--- src/rtl/tim_apb_master_if.sv ---
// Bus bundle for tim_apb_master: command channel, response channel and the
// APB4 requester signals that drive the timer's slave port.
interface tim_apb_master_if #(
    parameter int ADDR_W = 12,
    parameter int DATA_W = 32
) ();
    // Command channel
    logic                  cmd_valid;
    logic                  cmd_ready;
    logic                  cmd_write;
    logic [ADDR_W-1:0]     cmd_addr;
    logic [DATA_W-1:0]     cmd_wdata;
    logic [DATA_W/8-1:0]   cmd_strb;

    // Response channel
    logic                  rsp_valid;
    logic                  rsp_ready;
    logic [DATA_W-1:0]     rsp_rdata;
    logic                  rsp_err;
    logic                  rsp_timeout;

    // APB requester
    logic                  tim_psel;
    logic                  tim_penable;
    logic                  tim_pwrite;
    logic [ADDR_W-1:0]     tim_paddr;
    logic [DATA_W-1:0]     tim_pwdata;
    logic [DATA_W/8-1:0]   tim_pstrb;
    logic                  tim_pready;
    logic                  tim_pslverr;
    logic [DATA_W-1:0]     tim_prdata;

    // The requester block itself
    modport master (
        input  cmd_valid, cmd_write, cmd_addr, cmd_wdata, cmd_strb,
        output cmd_ready,
        output rsp_valid, rsp_rdata, rsp_err, rsp_timeout,
        input  rsp_ready,
        output tim_psel, tim_penable, tim_pwrite, tim_paddr, tim_pwdata, tim_pstrb,
        input  tim_pready, tim_pslverr, tim_prdata
    );

    // The surrounding environment: command source, response sink, APB slave
    modport slave (
        output cmd_valid, cmd_write, cmd_addr, cmd_wdata, cmd_strb,
        input  cmd_ready,
        input  rsp_valid, rsp_rdata, rsp_err, rsp_timeout,
        output rsp_ready,
        input  tim_psel, tim_penable, tim_pwrite, tim_paddr, tim_pwdata, tim_pstrb,
        output tim_pready, tim_pslverr, tim_prdata
    );
endinterface

--- src/rtl/tim_apb_master.sv ---
// APB4 requester for the timer block. Takes one register command at a time,
// runs the SETUP/ACCESS phases, and returns read data plus error/timeout
// status. A PREADY watchdog guarantees one response per accepted command.
module tim_apb_master #(
    parameter int ADDR_W  = 12,
    parameter int DATA_W  = 32,
    parameter int TIMEOUT = 16
) (
    input  logic              sys_clk,
    input  logic              sys_rst,
    tim_apb_master_if.master  bus
);
    localparam int          STRB_W      = DATA_W / 8;
    localparam logic [7:0]  TIMEOUT_CNT = 8'(TIMEOUT);
    localparam bit          TIMEOUT_EN  = (TIMEOUT != 0);

    typedef enum logic [1:0] {
        IDLE,
        SETUP,
        ACCESS,
        RESP
    } state_t;

    state_t     state;
    logic [7:0] wait_cnt;
    logic [7:0] wait_next;
    logic       wait_expired;

    // Watchdog: the cycle that would bring the count to TIMEOUT aborts,
    // unless PREADY is high in that same cycle (completion wins).
    assign wait_next    = wait_cnt + 8'd1;
    assign wait_expired = TIMEOUT_EN && (wait_next == TIMEOUT_CNT);

    // Transfer sequencer; every bus-facing output is a register of this FSM.
    always_ff @(posedge sys_clk or posedge sys_rst) begin
        if (sys_rst) begin
            state           <= IDLE;
            wait_cnt        <= 8'd0;
            bus.cmd_ready   <= 1'b1;
            bus.rsp_valid   <= 1'b0;
            bus.rsp_rdata   <= {DATA_W{1'b0}};
            bus.rsp_err     <= 1'b0;
            bus.rsp_timeout <= 1'b0;
            bus.tim_psel    <= 1'b0;
            bus.tim_penable <= 1'b0;
            bus.tim_pwrite  <= 1'b0;
            bus.tim_paddr   <= {ADDR_W{1'b0}};
            bus.tim_pwdata  <= {DATA_W{1'b0}};
            bus.tim_pstrb   <= {STRB_W{1'b0}};
        end else begin
            case (state)
                IDLE: begin
                    if (bus.cmd_valid) begin
                        // Address/data/strobes stay put until the next accept.
                        bus.cmd_ready   <= 1'b0;
                        bus.tim_pwrite  <= bus.cmd_write;
                        bus.tim_paddr   <= bus.cmd_addr;
                        bus.tim_pwdata  <= bus.cmd_wdata;
                        bus.tim_pstrb   <= bus.cmd_write ? bus.cmd_strb : {STRB_W{1'b0}};
                        bus.tim_psel    <= 1'b1;
                        bus.tim_penable <= 1'b0;
                        wait_cnt        <= 8'd0;
                        state           <= SETUP;
                    end
                end
                SETUP: begin
                    bus.tim_penable <= 1'b1;
                    state           <= ACCESS;
                end
                ACCESS: begin
                    if (bus.tim_pready) begin
                        bus.rsp_rdata   <= bus.tim_pwrite ? {DATA_W{1'b0}} : bus.tim_prdata;
                        bus.rsp_err     <= bus.tim_pslverr;
                        bus.rsp_timeout <= 1'b0;
                        bus.rsp_valid   <= 1'b1;
                        bus.tim_psel    <= 1'b0;
                        bus.tim_penable <= 1'b0;
                        state           <= RESP;
                    end else if (wait_expired) begin
                        bus.rsp_rdata   <= {DATA_W{1'b0}};
                        bus.rsp_err     <= 1'b1;
                        bus.rsp_timeout <= 1'b1;
                        bus.rsp_valid   <= 1'b1;
                        bus.tim_psel    <= 1'b0;
                        bus.tim_penable <= 1'b0;
                        state           <= RESP;
                    end else begin
                        wait_cnt <= wait_next;
                    end
                end
                RESP: begin
                    // Response fields are left untouched while stalled.
                    if (bus.rsp_ready) begin
                        bus.rsp_valid <= 1'b0;
                        bus.cmd_ready <= 1'b1;
                        state         <= IDLE;
                    end
                end
                default: state <= IDLE;
            endcase
        end
    end
endmodule

--- src/flat_wrapper.sv ---
// flat-port wrapper written by rule: the top's interface ports become plain ports
module tim_apb_master_flat 
#(
    parameter int ADDR_W  = 12,
    parameter int DATA_W  = 32,
    parameter int TIMEOUT = 16
)
  (sys_clk, sys_rst, bus_cmd_valid, bus_cmd_write, bus_cmd_addr, bus_cmd_wdata, bus_cmd_strb, bus_cmd_ready, bus_rsp_valid, bus_rsp_rdata, bus_rsp_err, bus_rsp_timeout, bus_rsp_ready, bus_tim_psel, bus_tim_penable, bus_tim_pwrite, bus_tim_paddr, bus_tim_pwdata, bus_tim_pstrb, bus_tim_pready, bus_tim_pslverr, bus_tim_prdata);
  tim_apb_master_if #(.ADDR_W(ADDR_W), .DATA_W(DATA_W)) bus_i ();
  input  logic sys_clk;
  input  logic sys_rst;
  input wire logic [$bits(bus_i.cmd_valid)-1:0] bus_cmd_valid;
  input wire logic [$bits(bus_i.cmd_write)-1:0] bus_cmd_write;
  input wire logic [$bits(bus_i.cmd_addr)-1:0] bus_cmd_addr;
  input wire logic [$bits(bus_i.cmd_wdata)-1:0] bus_cmd_wdata;
  input wire logic [$bits(bus_i.cmd_strb)-1:0] bus_cmd_strb;
  output wire logic [$bits(bus_i.cmd_ready)-1:0] bus_cmd_ready;
  output wire logic [$bits(bus_i.rsp_valid)-1:0] bus_rsp_valid;
  output wire logic [$bits(bus_i.rsp_rdata)-1:0] bus_rsp_rdata;
  output wire logic [$bits(bus_i.rsp_err)-1:0] bus_rsp_err;
  output wire logic [$bits(bus_i.rsp_timeout)-1:0] bus_rsp_timeout;
  input wire logic [$bits(bus_i.rsp_ready)-1:0] bus_rsp_ready;
  output wire logic [$bits(bus_i.tim_psel)-1:0] bus_tim_psel;
  output wire logic [$bits(bus_i.tim_penable)-1:0] bus_tim_penable;
  output wire logic [$bits(bus_i.tim_pwrite)-1:0] bus_tim_pwrite;
  output wire logic [$bits(bus_i.tim_paddr)-1:0] bus_tim_paddr;
  output wire logic [$bits(bus_i.tim_pwdata)-1:0] bus_tim_pwdata;
  output wire logic [$bits(bus_i.tim_pstrb)-1:0] bus_tim_pstrb;
  input wire logic [$bits(bus_i.tim_pready)-1:0] bus_tim_pready;
  input wire logic [$bits(bus_i.tim_pslverr)-1:0] bus_tim_pslverr;
  input wire logic [$bits(bus_i.tim_prdata)-1:0] bus_tim_prdata;
  assign bus_i.cmd_valid = bus_cmd_valid;
  assign bus_i.cmd_write = bus_cmd_write;
  assign bus_i.cmd_addr = bus_cmd_addr;
  assign bus_i.cmd_wdata = bus_cmd_wdata;
  assign bus_i.cmd_strb = bus_cmd_strb;
  assign bus_cmd_ready = bus_i.cmd_ready;
  assign bus_rsp_valid = bus_i.rsp_valid;
  assign bus_rsp_rdata = bus_i.rsp_rdata;
  assign bus_rsp_err = bus_i.rsp_err;
  assign bus_rsp_timeout = bus_i.rsp_timeout;
  assign bus_i.rsp_ready = bus_rsp_ready;
  assign bus_tim_psel = bus_i.tim_psel;
  assign bus_tim_penable = bus_i.tim_penable;
  assign bus_tim_pwrite = bus_i.tim_pwrite;
  assign bus_tim_paddr = bus_i.tim_paddr;
  assign bus_tim_pwdata = bus_i.tim_pwdata;
  assign bus_tim_pstrb = bus_i.tim_pstrb;
  assign bus_i.tim_pready = bus_tim_pready;
  assign bus_i.tim_pslverr = bus_tim_pslverr;
  assign bus_i.tim_prdata = bus_tim_prdata;
  tim_apb_master #(.ADDR_W(ADDR_W), .DATA_W(DATA_W), .TIMEOUT(TIMEOUT)) u_core (.sys_clk(sys_clk), .sys_rst(sys_rst), .bus(bus_i));
endmodule
--- config.mk ---
export PLATFORM = sky130hd
export DESIGN_NAME = tim_apb_master_flat
export DESIGN_NICKNAME = d
export VERILOG_FILES = /design/src/rtl/tim_apb_master_if.sv /design/src/rtl/tim_apb_master.sv /design/src/flat_wrapper.sv
export SDC_FILE = /design/constraint.sdc
export NUM_CORES = 1
export LEC_CHECK = 0
export CORE_UTILIZATION = 30
export CTS_CLUSTER_DIAMETER = 150
export DETAILED_ROUTE_END_ITERATION = 8
export PLACE_DENSITY_LB_ADDON = 0.3
export SETUP_SLACK_MARGIN = 0.1
export SLEW_MARGIN = 20
export SYNTH_ARGS = -nofsm -noshare
export SYNTH_HDL_FRONTEND = slang
export SYNTH_SLANG_ARGS = --single-unit
--- constraint.sdc ---
create_clock -name sys_clk -period 4.15 [get_ports sys_clk]
set_input_delay 1.0375 -clock sys_clk [delete_from_list [all_inputs] [get_ports sys_clk]]
set_output_delay 1.0375 -clock sys_clk [all_outputs]
set_load 0.02 [all_outputs]
======== Yosys cells after proc, flatten, opt, wreduce, memory -nomap -nowiden ========
Cells that the tools add are included.
operators by class
  add/sub/neg operators ................... 1
  multiply operators ...................... 0
  divide/modulo/power cells ............... 0
  $lt $le $gt $ge ......................... 0
  equal/unequal tests ..................... 9
  shift-type cells ........................ 0
  mux-type cells .......................... 27
  bitwise operators ....................... 0
  reduce and logical (&&, ||, !) cells .... 14
operators by type and width
  cell                   number
  $mux W32               3
  $mux W8                3
  $pmux W8 S2            1
  $reduce_and A3 Y1      5
  $mux W1                10
  $add A8 B1 Y8 const B  1
  $eq A8 B5 Y1 const B   1
  $mux W2                4
  $ne A2 B2 Y1 const B   4
  $pmux W2 S4            1
  $reduce_bool A2 Y1     4
  $pmux W1 S2            3
  $eq A2 B2 Y1 const B   2
  $mux W4                1
  $reduce_and A2 Y1      2
  $reduce_and A4 Y1      1
  $ne A3 B2 Y1 const B   1
  $pmux W1 S3            1
  $reduce_bool A3 Y1     1
  $eq A2 B1 Y1 const B   1
  $logic_not A2 Y1       1
word-level totals
  register bits ........................... 97
  latch bits .............................. 0
  memory bits (writable) .................. 0
  memory bits (read-only) ................. 0
  input bits .............................. 87
  output and inout port bits .............. 87
  memories kept ........................... 0

======== Logic depth before layout (Yosys ltp) ========
Gate-level depths: netlist of run 1.
  word-level depth ........................ 5
  depth in mapped cells ................... 7

======== Worst setup path after synthesis of run 1 ========
No wires, ideal clock.
  path kind ............................... input -> register
  start point ............................. input bus_tim_pready
  end point ............................... register u_core.wait_cnt[7]
  library setup time ...................... 121 ps
  arrival ................................. 2012 ps
  required time ........................... 4029 ps
  slack ................................... 2017 ps
  stages .................................. 6
  buffers on the path ..................... 1
  cell sequence ........................... buf_6 nand4b_1 nor2_1 nand3_1 mux2_2 a22o_1
between the ends
  longest elaborated chain between the ends .. 2
ends and longest elaborated chain
  element                      line                  text
  start: declaration           flat_wrapper.sv:29    input wire logic [$bits(bus_i.tim_pready)-1:0] bus_tim_pready;
  $ne A2 B2 Y1 (no line)       --
  $reduce_and A4 Y1 (no line)  --
  end signal: assignment       tim_apb_master.sv:88  wait_cnt <= wait_next;
  end: declaration             tim_apb_master.sv:25  logic [7:0] wait_cnt;
No other way between the ends.
A chain may end at the register's enable or synchronous reset.

======== Final worst setup path of run 1 ========
  start point ............................. register u_core.bus.cmd_ready
  end point ............................... output bus_cmd_ready
RTL lines
  element                   line                     text
  start: declaration        tim_apb_master_if.sv:36  output cmd_ready,
  start signal: assignment  tim_apb_master.sv:39     bus.cmd_ready <= 1'b1;
  start signal: assignment  tim_apb_master.sv:55     bus.cmd_ready <= 1'b0;
  start signal: assignment  tim_apb_master.sv:95     bus.cmd_ready <= 1'b1;
  end: declaration          flat_wrapper.sv:17       output wire logic [$bits(bus_i.cmd_ready)-1:0] bus_cmd_ready;
No word-level cell between the ends.

==> results of run 1 <==
[cell usage after synthesis]
library cell,count
dfrtp_1,96
mux2_2,49
a22o_1,33
nand2_1,17
a21oi_1,11
o21ai_0,10
buf_2,7
nor2_1,6
ha_1,5
inv_1,5
nand2b_1,5
buf_6,4
nor3_1,4
a22o_2,3
a31oi_1,2
clkbuf_1,2
nand4b_1,2
nor2b_1,2
a211o_1,1
a21boi_0,1
a21oi_2,1
a32oi_1,1
and2_4,1
and3_1,1
clkbuf_8,1
dfstp_2,1
mux2i_1,1
mux2i_4,1
nand3_1,1
nor3_2,1
nor4_4,1
nor4b_1,1
o211ai_1,1
o21ai_1,1
o21ai_4,1
o32a_1,1
or2b_1,1
or3_1,1
[path summary, 6_finish.rpt]
check	from	endpoint	slack, ps	cells past startpoint
min	u_core.bus.tim_pstrb[1]	u_core.bus.tim_pstrb[1]	480	2
min reg2reg	u_core.bus.tim_pstrb[1]	u_core.bus.tim_pstrb[1]	480	2
max in group asynchronous	sys_rst	u_core.bus.cmd_ready	2200	3
max reg2reg	u_core.wait_cnt[0]	u_core.bus.rsp_rdata[28]	2040	6
max	u_core.bus.cmd_ready	bus_cmd_ready	1630	1
min in group asynchronous	sys_rst	u_core.bus.tim_pwdata[25]	1140	2
[layout make-up]
class	count	area share, %
inverter	5	0.3455
clock inverter	6	1.483
timing repair buffer	176	28.49
tap	172	3.495
multi-input combinational	167	22.86
clock buffer	10	3.881
sequential	97	39.44
[sequential cells by signal, indices dropped and copies added (netlist names), 2 cells and up]
name and count:
u_core.wait_cnt 8, u_core.bus.rsp_rdata 32, u_core.bus.tim_pwdata 32, u_core.bus.tim_pstrb 4, u_core.state 2, u_core.bus.tim_paddr 12
[cells by family after synthesis]
| family | count (synthesis) | share of synthesized area, % |
|---|---|---|
| flops | 97 | 61.54 |
| compound gates | 67 | 12.90 |
| mux | 51 | 14.81 |
| simple gates | 44 | 6.119 |
| buf+inv | 19 | 3.044 |
| fa+ha+maj | 5 | 1.585 |
[power by group through the flow]
stage	clock network, mW	logic (mW)	registers, mW
after floorplan	0	0.741	2.11
after CTS	0.925	2.29	1.63
after global routing	0.967	2.41	1.68
final	0.895	2.25	1.62
after global placement	0	2.24	1.62
after detailed placement	0	2.28	1.64
[per-layer routing]
layer	part of all wire [%]	up-vias	track usage (%)
met5	0	-	0
li1	-	1372	-
met1	42	1435	17.11
met2	46	122	22.33
met4	2.0	0	6.835
met3	10	13	4.774
[worst min-delay path, delay by kind of cell (launching register included)]
family / cells / cell delay (ps)
flip-flops: 1 / 340
AO/OA/AOI/OAI: 1 / 60
AND/OR/NAND/NOR: 1 / 40
[cell usage in the layout, fill, tap and decap left out, types with 5 or more instances in the layout]
cell type	Yosys	final
nor2_1	6	5
dfrtp_1	96	96
mux2_2	49	49
nand2_1	17	16
ha_1	5	5
clkbuf_16	0	9
nand2b_1	5	5
a22o_1	33	33
clkdlybuf4s50_1	0	173
o21ai_0	10	10
a21oi_1	11	11
[through the flow]
stage / hold slack (ps) / cells
after floorplan: 504.2 / 283
after global placement: 462.4 / 617
after detailed placement: 475.4 / 617
after CTS: 487.0 / 633
after global routing: 516.8 / 633
final: 482.0 / 633
==> metrics.cfg, run 1 <==
[clock_network]
htreeDepth = 3
cts_tree = done
cts_max_path_buffers = 2
hold_buffers = 0
cts.sinks = 97
cts-root-buf = clkbuf_16
clk_latency_ps = 340
postCtsSetupBuffers = 0
clk_pin_slew_ps = 60
numCtsBuffers = 9
ctsResizeCount = 0

[layout]
drive_gt1_share_pct = 17.57
regArea_um2 = 2429
fin_nets = 548
multi_input_area_um2 = 1408
final_cell_area_um2 = 6157
fillerInstances = 1200
area_growth_pct = 56.02
diodes = 0
finish.utilization_pct = 48.40

[worst_setup_path]
path_buf_inv = 1
critPathLaunchType = flop
slowest_delay_ps = 600
cp.required_ps = 3110
worstPathArrival_ps = 1480
cp_top_family = buffers and inverters
end_kind = output pin
crit_slowest_cell = clkdlybuf4s50_1
critical_path_class = flop to output pin
path_max_fanout = 3
crit_chain = clkdlybuf4s50_1

[global_routing]
grt_pass1_wl_um = 14630
grt_pass1_vias = 3044
gr-usage-all-layers_pct = 14.05
antenna_found_initial = 0
grt_max_degree = 55
overflow = 0

[hold_path]
hold_class = flop to flop

[drt]
ant_nets = 0
vias = 2942
viasPerCell = 4.648
wire_per_inst_um = 15.00
drc_errors = 0
totalWireLength_um = 9493
dr.pass1.iters = 4
first_iter_violations = 116

[power]
finalPower_mw = 4.771
p_sw_mw = 1.665
p_leak_nw = 2.580
power.internal_mw = 3.106
sw_frac_of_total_pct = 34.91
irDropWorstVdd_v = 0.0003795
p_clk_share_pct = 18.8
pwr-share-comb_pct = 47.2
p_per_area_nw_per_um2 = 774.9
seq_power_share_pct = 34.0

[floorplanning]
die_h_um = 116.7
num_rows = 41
start_util_pct = 31.02
fp.dieW_um = 116.7
core_um2 = 12720
fp.dieArea_um2 = 13620
ios = 174

[synth]
ys_types = 38
yosysTopAreaCellShare_pct = 60.88
synth_area_um2 = 3946
yosys.area.top_type = dfrtp_1
synth.avg_cell_area_um2 = 13.94
syn-instance-count = 283
ys_warn_count = 0
synth_nets = 375
seq_area_frac_synth_pct = 61.54
netlist_top_cells_area = dfrtp_1, mux2_2, a22o_1
ys_ff_latch = 97

[place]
dp_hpwl_um = 6882
dpl_cell_area_um2 = 5827
gp_congestion = 0.7279
io_buffers = 173
place_ws_ps = 1340

[sta]
finalCritPeriodShare_pct = 60.67
worst_pin_slew_ps = 874.1
setup-violations-final = 0
fmax_mhz = 397.2
hold_viol_final = 0
slew_headroom_pct = 41.51
rsz0062_at_grt = no
skew_ps = 5.102
tns_ps = 0
fin_ws_ps = 1632
slew_violations = 0
fin_crit_ps = 2518

[job]
drv_cap = 0

[run_status]
outcome = finished, final reports clean

Power figures use the tool's default switching activity.
==> inputs of run 2 (changes only) <==
==> constraint.sdc (replaced) <==
create_clock -name sys_clk -period 2.5 [get_ports sys_clk]
set_input_delay 0.625 -clock sys_clk [delete_from_list [all_inputs] [get_ports sys_clk]]
set_output_delay 0.625 -clock sys_clk [all_outputs]
set_load 0.02 [all_outputs]
==> run 2 against run 1 <==
Net effect:
- wire length is 0.43% lower
- die area stayed put
- utilization is 0.42 points higher
- count of clock-buffer cells in the layout is 1 lower
==> metrics.cfg, run 2 (synthesis results as in run 1) <==
[clock_network]
numCtsBuffers = 9  ; unchanged
clk_pin_slew_ps = 70  ; was 60 ps
postCtsSetupBuffers = 0  ; unchanged
cts.sinks = 97  ; unchanged
cts_max_path_buffers = 2  ; unchanged
clk_latency_ps = 340  ; about the same
cts_tree = done  ; unchanged
hold_buffers = 0  ; unchanged
ctsResizeCount = 0  ; unchanged
htreeDepth = 3  ; unchanged
cts-root-buf = clkbuf_16  ; unchanged

[hold_path]
min_from = u_core.bus.tim_pstrb[2]  ; was u_core.bus.tim_pstrb[1]
hold_class = flop to flop  ; unchanged

[sta]
slew_headroom_pct = 58.99  ; was 41.51%
setup-violations-final = 0  ; unchanged
hold_viol_final = 0  ; unchanged
skew_ps = 5.134  ; was 5.102 ps
worst_pin_slew_ps = 611.1  ; was 874.1 ps
tns_ps = 0  ; unchanged
fmax_mhz = 474.9
fin_crit_ps = 2106
hold_ws_ps = 491.7  ; was 482.0 ps
rsz0062_at_grt = no  ; unchanged
slew_violations = 0  ; unchanged
finalCritPeriodShare_pct = 84.22

[worst_setup_path]
cp_top_family = buffers and inverters  ; unchanged
slowest_delay_ps = 600  ; about the same
worstPathArrival_ps = 1480  ; about the same
r2r-start = u_core.wait_cnt[0]  ; unchanged
critical_path_class = flop to output pin  ; unchanged
crit_chain = clkdlybuf4s50_1  ; unchanged
crit_slowest_cell = clkdlybuf4s50_1  ; unchanged
cp.required_ps = 1880  ; was 3110 ps
critPathLaunchType = flop  ; unchanged
path_max_fanout = 3  ; unchanged
path_buf_inv = 1  ; unchanged
end_kind = output pin  ; unchanged
critPathLaunch = u_core.bus.cmd_ready  ; unchanged

[layout]
final_cell_area_um2 = 6211  ; was 6157 µm²
final_common_cell = clkdlybuf4s50_1  ; unchanged
diodes = 0  ; unchanged
final_cell_mix = clkdlybuf4s50_1, dfrtp_1, mux2_2  ; unchanged
fin_nets = 554  ; was 548
fillerInstances = 1179  ; was 1200
reg.largest.list = u_core.bus.rsp_rdata: 32 flops, u_core.bus.tim_pwdata: 32 flops, u_core.bus.tim_paddr: 12 flops  ; unchanged
area_growth_pct = 57.39  ; was 56.02%
drive_gt1_share_pct = 18.63  ; was 17.57%

[floorplanning]
core_um2 = 12720  ; unchanged
start_util_pct = 31.02  ; unchanged
die_h_um = 116.7  ; unchanged
fp.dieArea_um2 = 13620  ; unchanged
ios = 174  ; unchanged
fp.dieW_um = 116.7  ; unchanged
num_rows = 41  ; unchanged

[global_routing]
gr-usage-all-layers_pct = 14.26  ; was 14.05%
grt_pass1_wl_um = 14780  ; was 14630 µm
overflow = 0  ; unchanged
grt_max_degree = 43  ; was 55
antenna_found_initial = 0  ; unchanged
grt_pass1_vias = 2952  ; was 3044

[drt]
ant_nets = 0  ; unchanged
first_iter_violations = 84  ; was 116
wire_per_inst_um = 14.79  ; was 15.00 µm
dr.pass1.iters = 4  ; unchanged
totalWireLength_um = 9452  ; was 9493 µm
viasPerCell = 4.601  ; was 4.648
drc_errors = 0  ; unchanged
vias = 2940  ; was 2942

[power]
finalPower_mw = 7.789  ; was 4.771 mW
p_per_area_nw_per_um2 = 1254  ; was 774.9 nW/µm²
p_leak_nw = 2.603  ; was 2.580 nW
irDropWorstVdd_v = 0.0005911  ; was 0.0003795 V

[place]
gp_congestion = 0.8073  ; was 0.7279
io_buffers = 173  ; unchanged
dp_hpwl_um = 6947  ; was 6882 µm
dpl_cell_area_um2 = 5931  ; was 5827 µm²

[run_status]
outcome = finished, final reports clean  ; unchanged

[job]
drv_cap = 0  ; unchanged

==> run 2: metrics by stage <==
stage	std cells	setup WS (ps)	utilization, %
after floorplan	283	728.2	-
after global placement	623	272.6	46.62
after detailed placement	623	198.4	46.62
after CTS	639	370.6	48.82
after global routing	639	352.1	48.82
final	639	394.4	48.82
==> run 2: layer usage <==
layer | up-vias | track usage (%) | share of wire, %
met5 | - | 0 | 0
met4 | 0 | 6.076 | 1.6
met3 | 11 | 4.567 | 9.4
met2 | 126 | 22.33 | 46
met1 | 1418 | 18.15 | 42
li1 | 1385 | - | -
==> run 2: cell type report <==
type | instances | area [µm²] | area share [%]
clock buffer | 9 | 225.2 | 3.626
clock inverter | 7 | 55.05 | 0.8864
inverter | 5 | 22.52 | 0.3626
multi-input combinational | 167 | 1403 | 22.58
sequential | 97 | 2429 | 39.10
tap | 172 | 215.2 | 3.465
timing repair buffer | 182 | 1862 | 29.98
==> run 2: where the power goes <==
part	internal, mW	switching, mW
clock network	0.683	0.605
logic	2.03	1.80
registers	2.29	0.387
total	5.00	2.79
==> run 2: worst paths after layout <==
path / to / slack, ps / cells after the start
setup / recovery: bus_cmd_ready / 390 / 1
hold / removal: u_core.bus.tim_pstrb[2] / 490 / 2
setup reg to reg: u_core.bus.rsp_rdata[30] / 570 / 7
hold reg to reg: u_core.bus.tim_pstrb[2] / 490 / 2
max in group asynchronous: u_core.bus.cmd_ready / 1230 / 3
min in group asynchronous: u_core.bus.rsp_rdata[21] / 650 / 2
==> run 2: worst min-delay path, delay by kind of cell (launching register included) <==
kind | cells | cell delay, ps
AOI/OAI and AO/OA | 1 | 60
DFF | 1 | 350
and+or+nand+nor | 1 | 50
==> inputs of run 3 (changes only) <==
==> constraint.sdc (replaced) <==
create_clock -name sys_clk -period 1.8 [get_ports sys_clk]
set_input_delay 0.45 -clock sys_clk [delete_from_list [all_inputs] [get_ports sys_clk]]
set_output_delay 0.45 -clock sys_clk [all_outputs]
set_load 0.02 [all_outputs]
==> run 3 against run 2 <==
Net effect:
- sequential cell count is the same
- via count grew 5.7%
- hold slack lost 97 ps
- sequential power grew 37%
- clock power grew 46%
- non-clock buffer count grew 33
- combinational power grew 39%
- die area is the same
- first-iteration DRC count grew 11%
- critical endpoint is now u_core.bus.rsp_rdata[24]
==> metrics.cfg, run 3 (synthesis results as in run 1) <==
[place]
dp_hpwl_um = 7163  ; was 6947 µm
gp_congestion = 0.8326  ; was 0.8073
io_buffers = 173  ; unchanged
place_ws_ps = -197.7  ; was 198.4 ps

[sta]
worst_pin_slew_ps = 339.4  ; was 611.1 ps
finalCritPeriodShare_pct = 97.45
hold_viol_final = 0  ; unchanged
fin_ws_ps = 45.82  ; was 394.4 ps
rsz0062_at_grt = yes  ; was no
setup-violations-final = 0  ; unchanged
fmax_mhz = 570.1
fin_crit_ps = 1754
slew_headroom_pct = 77.29  ; was 58.99%
skew_ps = 5.749  ; was 5.134 ps
hold_ws_ps = 395.2  ; was 491.7 ps
slew_violations = 0  ; unchanged

[global_routing]
grt.met3_usage_pct = 5.345  ; was 4.567%
antenna_found_initial = 0  ; unchanged
grt_use_met2_pct = 23.23  ; was 22.33%
met1_usage_pct = 20.42  ; was 18.15%
gr-usage-all-layers_pct = 15.67  ; was 14.26%
grt_pass1_wl_um = 16010  ; was 14780 µm
overflow = 0  ; unchanged
grt_pass1_vias = 3107  ; was 2952
grt-busiest-layer = met2  ; unchanged
grt_max_degree = 43  ; unchanged

[clock_network]
clk_latency_ps = 350  ; was 340 ps
cts_tree = done  ; unchanged
numCtsBuffers = 9  ; unchanged
clk_pin_slew_ps = 70  ; about the same
cts.sinks = 97  ; unchanged
cts_max_path_buffers = 2  ; unchanged
htreeDepth = 3  ; unchanged
cts-root-buf = clkbuf_16  ; unchanged
hold_buffers = 0  ; unchanged

[layout]
area_growth_pct = 66.55  ; was 57.39%
fin_nets = 587  ; was 554
regArea_um2 = 2429  ; unchanged
final_cell_mix = dfrtp_1, clkdlybuf4s50_1, dlygate4sd2_1  ; was clkdlybuf4s50_1, dfrtp_1, mux2_2
multi_input_area_um2 = 1538  ; was 1403 µm²
fillerInstances = 1179  ; unchanged
finish.utilization_pct = 51.66  ; was 48.82%
diodes = 0  ; unchanged
final_common_cell = dfrtp_1  ; was clkdlybuf4s50_1
drive_gt1_share_pct = 26.60  ; was 18.63%
reg.largest.list = u_core.bus.rsp_rdata: 32 flops, u_core.bus.tim_pwdata: 32 flops, u_core.bus.tim_paddr: 12 flops  ; unchanged

[drt]
first_iter_violations = 93  ; was 84
dr.pass1.iters = 4  ; unchanged
drc_errors = 0  ; unchanged
ant_nets = 0  ; unchanged
vias = 3109  ; was 2940
wire_per_inst_um = 15.97  ; was 14.79 µm
totalWireLength_um = 10730  ; was 9452 µm
viasPerCell = 4.626  ; was 4.601

[worst_setup_path]
critPathLaunchType = flop  ; unchanged
end_kind = flop  ; was output pin
cp.required_ps = 2040  ; was 1880 ps
worstPathArrival_ps = 1990  ; was 1480 ps
path_max_fanout = 6  ; was 3
critical_path_class = flop to flop  ; was flop to output pin

[floorplanning]
num_rows = 41  ; unchanged
core_um2 = 12720  ; unchanged
fp.dieW_um = 116.7  ; unchanged
die_h_um = 116.7  ; unchanged
fp.dieArea_um2 = 13620  ; unchanged
start_util_pct = 31.02  ; unchanged
ios = 174  ; unchanged

[hold_path]
hold_class = input port to asynchronous set/reset pin  ; was flop to flop

[run_status]
outcome = finished, final reports clean  ; unchanged

[power]
p_leak_nw = 3.075  ; was 2.603 nW
finalPower_mw = 10.85  ; was 7.789 mW
irDropWorstVdd_v = 0.0006789  ; was 0.0005911 V
p_per_area_nw_per_um2 = 1651  ; was 1254 nW/µm²

[job]
drv_cap = 0  ; unchanged

run 3: routing by layer:
layer  vias to the layer above  wire length (µm)
met4                         0               214
met1                      1515              4684
met3                        17               956
met2                       125              4876
met5                         -                 0
li1                       1452                 -
run 3: final timing paths:
check	slack [ps]	cells past startpoint	startpoint	to
min in group sys_clk	480	2	u_core.bus.tim_pstrb[2]	u_core.bus.tim_pstrb[2]
max	50	7	u_core.wait_cnt[1]	u_core.bus.rsp_rdata[24]
min	400	2	sys_rst	u_core.bus.tim_pwdata[16]
min reg2reg	480	2	u_core.bus.tim_pstrb[2]	u_core.bus.tim_pstrb[2]
max in group asynchronous	850	3	sys_rst	u_core.bus.cmd_ready
max reg2reg	50	7	u_core.wait_cnt[1]	u_core.bus.rsp_rdata[24]
run 3: what timing repair did:
item,in CTS,in global routing
setup endpoints to repair,124,88
pin swaps,2,15
hold endpoints to repair,0,0
cloned,1,3
buffers inserted,5,3
resized for setup,98,26
run 3: cell type report:
class | count | area share [%]
clock inverters | 7 | 0.9328
repair buffers | 215 | 31.68
flip-flops and latches | 97 | 36.95
clock buffers | 9 | 3.427
multi-input cells | 167 | 23.40
well taps | 172 | 3.274
inverters | 5 | 0.3427
run 3: where the power goes:
part | total [mW] | leakage [nW] | internal (mW) | switching (mW)
combinational | 5.31 | 1.73 | 2.58 | 2.72
sequential | 3.66 | 1.20 | 3.17 | 0.490
clock | 1.88 | 0.140 | 0.967 | 0.910
run 3: stage by stage:
| stage | instance area (µm²) | cells | setup TNS (ps) |
|---|---|---|---|
| 2_1_floorplan | 3950 | 283 | 0 |
| 3_3_place_gp | 6088 | 644 | -3817 |
| 3_5_place_dp | 6088 | 644 | -5444 |
| 4_1_cts | 6370 | 666 | 0 |
| 5_1_grt | 6573 | 672 | -97.44 |
| 6_report | 6573 | 672 | 0 |
run 3: worst max-delay path, cell delays in order (launching register included):
cell and delay [ps]:
dfrtp_1 410, buf_4 160, nand2_4 70, mux2i_4 260
and2_4 200, o21ai_4 110, clkbuf_16 180, a22o_1 240
